**config.mk**
```make
export PLATFORM = sky130hd
export DESIGN_NAME = add64_cla
export DESIGN_NICKNAME = d
export VERILOG_FILES = /design/src/rtl/add64_cla_pkg.sv /design/src/rtl/add64_cla_cla4.sv /design/src/rtl/add64_cla.sv
export SDC_FILE = /design/constraint.sdc
export NUM_CORES = 1
export LEC_CHECK = 0
export CAP_MARGIN = 20
export CELL_PAD_IN_SITES_DETAIL_PLACEMENT = 0
export CELL_PAD_IN_SITES_GLOBAL_PLACEMENT = 1
export CORE_MARGIN = 5
export CORE_UTILIZATION = 32
export DETAILED_ROUTE_END_ITERATION = 16
export PLACE_DENSITY = 0.89
export REMOVE_ABC_BUFFERS = 1
export SYNTH_ARGS = -nofsm -noshare
export SYNTH_HDL_FRONTEND = slang
export SYNTH_SLANG_ARGS = --single-unit
```
**constraint.sdc**
```tcl
create_clock -name clk -period 3.9 [get_ports clk]
set_clock_uncertainty 0.2 [all_clocks]
set_input_delay 0.78 -clock clk [delete_from_list [all_inputs] [get_ports clk]]
set_output_delay 0.78 -clock clk [all_outputs]
set_load 0.1 [all_outputs]
```
**src/rtl/add64_cla_pkg.sv**
```systemverilog
// Shared constants and result type for the 64-bit carry-lookahead adder.
package add64_cla_pkg;

  localparam int ADD_WIDTH   = 64;
  localparam int BLK_W       = 4;
  localparam int GRP_W       = 16;
  localparam int NUM_BLK     = ADD_WIDTH / BLK_W;
  localparam int NUM_GRP     = ADD_WIDTH / GRP_W;
  localparam int BLK_PER_GRP = GRP_W / BLK_W;

  // Everything the adder registers on a clock edge.
  typedef struct packed {
    logic [ADD_WIDTH-1:0] sum;
    logic                 cout;
    logic                 pg;
    logic                 gg;
  } add_res_t;

endpackage

```
**src/rtl/add64_cla_cla4.sv**
```systemverilog
// 4-wide lookahead unit. Used at the bit level on per-bit p/g and at the
// group and top levels on block/group P/G; the maths is identical.
module add64_cla_cla4
  import add64_cla_pkg::*;
(
  input  logic [BLK_W-1:0] p_i,
  input  logic [BLK_W-1:0] g_i,
  input  logic             c_i,
  output logic [BLK_W-1:1] c_o,
  output logic             bp_o,
  output logic             bg_o
);

  // Flattened lookahead equations; no carry ripples through c_o.
  always_comb begin
    c_o[1] = g_i[0] | (p_i[0] & c_i);
    c_o[2] = g_i[1] | (p_i[1] & g_i[0]) | (p_i[1] & p_i[0] & c_i);
    c_o[3] = g_i[2] | (p_i[2] & g_i[1]) | (p_i[2] & p_i[1] & g_i[0])
           | (p_i[2] & p_i[1] & p_i[0] & c_i);
    bp_o   = &p_i;
    bg_o   = g_i[3] | (p_i[3] & g_i[2]) | (p_i[3] & p_i[2] & g_i[1])
           | (p_i[3] & p_i[2] & p_i[1] & g_i[0]);
  end

endmodule

```
**src/rtl/add64_cla.sv**
```systemverilog
// 64-bit two-level carry-lookahead adder with registered sum, carry-out and
// group propagate/generate (for cascading into a wider lookahead tree).
module add64_cla
  import add64_cla_pkg::*;
#(
  parameter int WIDTH = ADD_WIDTH
) (
  input  logic             clk,
  input  logic             rst_n,
  input  logic [WIDTH-1:0] a,
  input  logic [WIDTH-1:0] b,
  input  logic             cin,
  output logic [WIDTH-1:0] sum,
  output logic             cout,
  output logic             pg,
  output logic             gg
);

  logic [WIDTH-1:0]   p;
  logic [WIDTH-1:0]   g;
  logic [WIDTH-1:0]   c;      // carry into each bit
  logic [NUM_BLK-1:0] blk_p;
  logic [NUM_BLK-1:0] blk_g;
  logic [NUM_BLK-1:0] blk_c;  // carry into each 4-bit block
  logic [NUM_GRP-1:0] grp_p;
  logic [NUM_GRP-1:0] grp_g;
  logic [NUM_GRP-1:0] grp_c;  // carry into each 16-bit group
  logic               top_p;
  logic               top_g;
  add_res_t           res_d;
  add_res_t           res_q;

  assign p = a ^ b;
  assign g = a & b;

  // Bit level: each block gets its carry-in from its group's lookahead unit.
  for (genvar gi = 0; gi < NUM_BLK; gi++) begin : g_blk
    add64_cla_cla4 u_blk (
      .p_i  (p[gi*BLK_W +: BLK_W]),
      .g_i  (g[gi*BLK_W +: BLK_W]),
      .c_i  (blk_c[gi]),
      .c_o  (c[gi*BLK_W+1 +: BLK_W-1]),
      .bp_o (blk_p[gi]),
      .bg_o (blk_g[gi])
    );
    assign c[gi*BLK_W] = blk_c[gi];
  end

  // Group level: four blocks per group, carry-in from the top unit.
  for (genvar gi = 0; gi < NUM_GRP; gi++) begin : g_grp
    add64_cla_cla4 u_grp (
      .p_i  (blk_p[gi*BLK_PER_GRP +: BLK_PER_GRP]),
      .g_i  (blk_g[gi*BLK_PER_GRP +: BLK_PER_GRP]),
      .c_i  (grp_c[gi]),
      .c_o  (blk_c[gi*BLK_PER_GRP+1 +: BLK_PER_GRP-1]),
      .bp_o (grp_p[gi]),
      .bg_o (grp_g[gi])
    );
    assign blk_c[gi*BLK_PER_GRP] = grp_c[gi];
  end

  // Top level: its P/G are the whole-word pg/gg, independent of cin.
  add64_cla_cla4 u_top (
    .p_i  (grp_p),
    .g_i  (grp_g),
    .c_i  (cin),
    .c_o  (grp_c[NUM_GRP-1:1]),
    .bp_o (top_p),
    .bg_o (top_g)
  );
  assign grp_c[0] = cin;

  // Assemble the next result from the lookahead carries.
  always_comb begin
    res_d      = '0;
    res_d.sum  = p ^ c;
    res_d.cout = top_g | (top_p & cin);
    res_d.pg   = top_p;
    res_d.gg   = top_g;
  end

  // Output register; reset discards whatever was sampled on that edge.
  always_ff @(posedge clk) begin
    if (!rst_n) res_q <= '0;
    else        res_q <= res_d;
  end

  assign sum  = res_q.sum;
  assign cout = res_q.cout;
  assign pg   = res_q.pg;
  assign gg   = res_q.gg;

endmodule

```
==> metrics.md <==
| Metric | Value |
|---|---|
| Most common cell in the netlist | dfxtp_1 |
| Drc violations | 0 |
| Pin count of the biggest net entering global routing | 31 |
| Worst hold start | rst_n |
| Delay-heaviest family, CP | compound AO/OA/AOI/OAI gates |
| Multi-input gate area | 0.00348 mm^2 |
| Main combinational cell family by area after synthesis | adder cells |
| Critical path arrival | 3.69 ns |
| CTS tree | built |
| Combinational share of power | 0.523 |
| Nets@finish | approximately 1,100 |
| Worst hold slack | 0.745 ns |
| Layout cells sized above 1 | 0.174 |
| H-tree Lvls | 3 |
| XOR/XNOR Fraction of Synth Area | 0.0533 |
| Compound-Gate Fraction of Synth Area | 0.191 |
| Post-detailed-route wirelength per cell | between 10 and 15 um |
| Critical path class | in2reg |
| RSZ-0062 raised after global routing | false |
| Setup bufs post-CTS | 0 |
| Register Area | around 0.0013 mm^2 |
| Antenna diodes | 0 |
| Ys flop type | dfxtp_1 |
| Synthesized flop and latch total | 67 |
| Starting density of the core | 0.326 |
| First DRT Iteration DRCs | 178 |
| Max-slew headroom | 0.326 |
| Final Hold Viols | 0 |
| CORE AREA | roughly 0.015 mm^2 |
| TritonRoute pass-1 iters | 4 |
| Yosys warns | 0 |
| CP peak stage delay | 0.41 ns |
| Post-CTS Hold Buffers | 0 |
| P per Cell Area | 398 mW/mm^2 |
| Top cells by count, synth | 67 x dfxtp_1, 64 x ha_1, 55 x nor2_1, 50 x nand2_1, 40 x a21oi_1 |
| Tcrit/Tclk final | 0.943 |
| Post-synth top area share | 0.272 |
| Vias per cell | 4.75 |
| Dpl hpwl | around 13,000 um |
| Post-Synth Simple-Gate Area | 0.212 |
| Num ports | a little under 200 |
| Min cycle time layout | 3.68 ns |
| Synth Area per Inst | 8.88 um^2 |
| Leakage Power | 3.57 nW |
| Cell taking the most area after synthesis | dfxtp_1 |
| Switching Power | 0.00141 W |
| Root Buffer | clkbuf_16 |
| Die span in y | 134 um |
| Vias in the first global route | 5,125 |
| Routed Antenna Nets | 0 |
| Max-capacitance violation count | 0 |
| # clock sinks | 67 |
| GRT Total Usage | 0.171 |
| Placer congestion estimate | 0.806 |
| CTS buffer count | 9 |
| Metal3 WL | 1070 um |
| Post-synth EDFFs | 0 |
| Hold path depth | 3 |
| Post-Synth Adder-Cell Area | 0.227 |
| Unique masters post-synth | 63 |
| Met2 wire length | 7370 um |
| Sw Share | 0.434 |
| Final setup vio count | 0 |
| Synthesized cell area | between 0.004 and 0.005 mm^2 |
| FP Rows | 45 |
| Worst path required time | around 4 ns |
| Die ar. | approximately 0.018 mm^2 |
| Hold Path End | sum[39] |
| Vias | between 4,000 and 5,000 |
| Slew @ Worst Pin | just over 1 ns |
| Internal cell power | 0.00184 W |
| PortBufs | 197 |
| Multiplexer share of the synthesized area | 0.0223 |
| Slew Viols, Final | 0 |
| Area contributors post-synth | dfxtp_1 27%, ha_1 16%, fa_1 6.5% |
| Critical path, cell by cell | clkdlybuf4s50_1, ha_1, a21oi_1, o21ai_2, a2111oi_4, o21bai_1, and2_4, o311ai_4, a31oi_1, a21o_1, fa_1, xnor2_1, nor2_1 |
| CP max FO | 4 |
| Clock share of power | 0.230 |
| Tot Pwr | 0.00325 W |
| Crit path buf inv count | 1 |
| CTS clk-pin slew, worst paths | 0.05 ns |
| M1 wire length | between 6000 and 7000 um |
| Sequential share of the synthesized area | 0.272 |
| Maximum vdd drop | about 0.00023 V |
| Cells after Synth | between 500 and 600 |
| Hold Crit Class | in2reg |
| FFs w/ async S/R, synth | 0 |
| # fillers | 1,382 |
| Remaining Overflow, GRT | 0 |
| Crit start category | input pin |
| Initial antenna violation count | 0 |
| Critical Path End Type | flop |
| Max Fclk | 272 MHz |
| Crit path max-delay cell type | clkdlybuf4s50_1 |
| Die W | 134 um |
| Clk buf depth | 2 |
| Top routing layer used | met4 |
| First-pass GRT wire length | 24,600 um |
| Post-CTS resize count | 0 |
| Routed WL | about 15,000 um |
| Status | finished clean |
| Seq pwr share | 0.247 |
| Area grow syn2layout | 65.5% |
[cell type report]
class / instances / share of cell area
repair buffers: 305 / 0.340
clock buffers: 12 / 0.0314
flip-flops and latches: 67 / 0.164
multi-input cells: 460 / 0.427
inverters: 18 / 0.00828
well taps: 188 / 0.0288
[cell usage in the layout (no fill, tap or decap), types with 16 or more instances in the layout]
cell type / n
clkdlybuf4s50_1: 196
buf_4: 108
dfxtp_1: 67
ha_1: 64
nor2_1: 55
nand2_1: 50
a21oi_1: 40
xnor2_1: 25
inv_1: 18
nand3_1: 17
nor3_1: 16
fa_1: 16
[power by group through the flow]
| stage | combinational (W) | sequential, W | clock [W] |
|---|---|---|---|
| 6_report | 0.00170 | 0.000804 | 0.000749 |
| 5_1_grt | 0.00181 | 0.000815 | 0.000784 |
| 4_1_cts | 0.00171 | 0.000805 | 0.000767 |
| 3_5_place_dp | 0.00171 | 0.000820 | 0 |
| 3_3_place_gp | 0.00169 | 0.000816 | 0 |
| 2_1_floorplan | 0.000456 | 0.00149 | 0 |
[per-stage QoR]
step	cell area (um^2)	instances	utilization	setup slack, ns	setup TNS [ns]
floorplan	4890	545	-	0.338	0
global placement	7900	1038	0.522	-0.104	-0.502
detailed placement	7900	1038	0.522	-0.116	-0.673
CTS	8160	1050	0.539	0.226	0
global route	8160	1050	0.539	0.0215	0
finish	8160	1050	0.539	0.223	0
[metal layers]
metal | track usage | up-vias
li1 | - | 2594
met1 | 0.204 | 2247
met2 | 0.299 | 133
met3 | 0.0480 | 13
met4 | 0.0526 | 0
met5 | 0 | -
[worst max path at each step]
stage / from / to / slack, ns / cells past startpoint
after floorplan: a[25] / sum[53] / 0.34 / 12
after global placement: a[27] / sum[45] / -0.10 / 13
after detailed placement: a[41] / sum[53] / -0.12 / 13
after CTS: a[27] / sum[45] / 0.23 / 13
after global routing: a[40] / sum[53] / 0.02 / 13
final: a[27] / sum[53] / 0.22 / 13
[sequential cells by signal, indices dropped and copies added (netlist names)]
| register | flops |
|---|---|
| sum | 64 |
| cout | 1 |
| gg | 1 |
| pg | 1 |
[kinds of logic (layout without fill, tap and decap cells)]
| logic type | count (synthesis) | count (layout) |
|---|---|---|
| buffers and inverters | 28 | 335 |
| AND/OR/NAND/NOR | 208 | 208 |
| AO/OA/AOI/OAI | 131 | 131 |
| XOR/XNOR | 30 | 30 |
| flip-flops | 67 | 67 |
| adder cells (fa/ha/maj) | 80 | 80 |
| multiplexers | 11 | 11 |
Power figures use the tool's default switching activity.
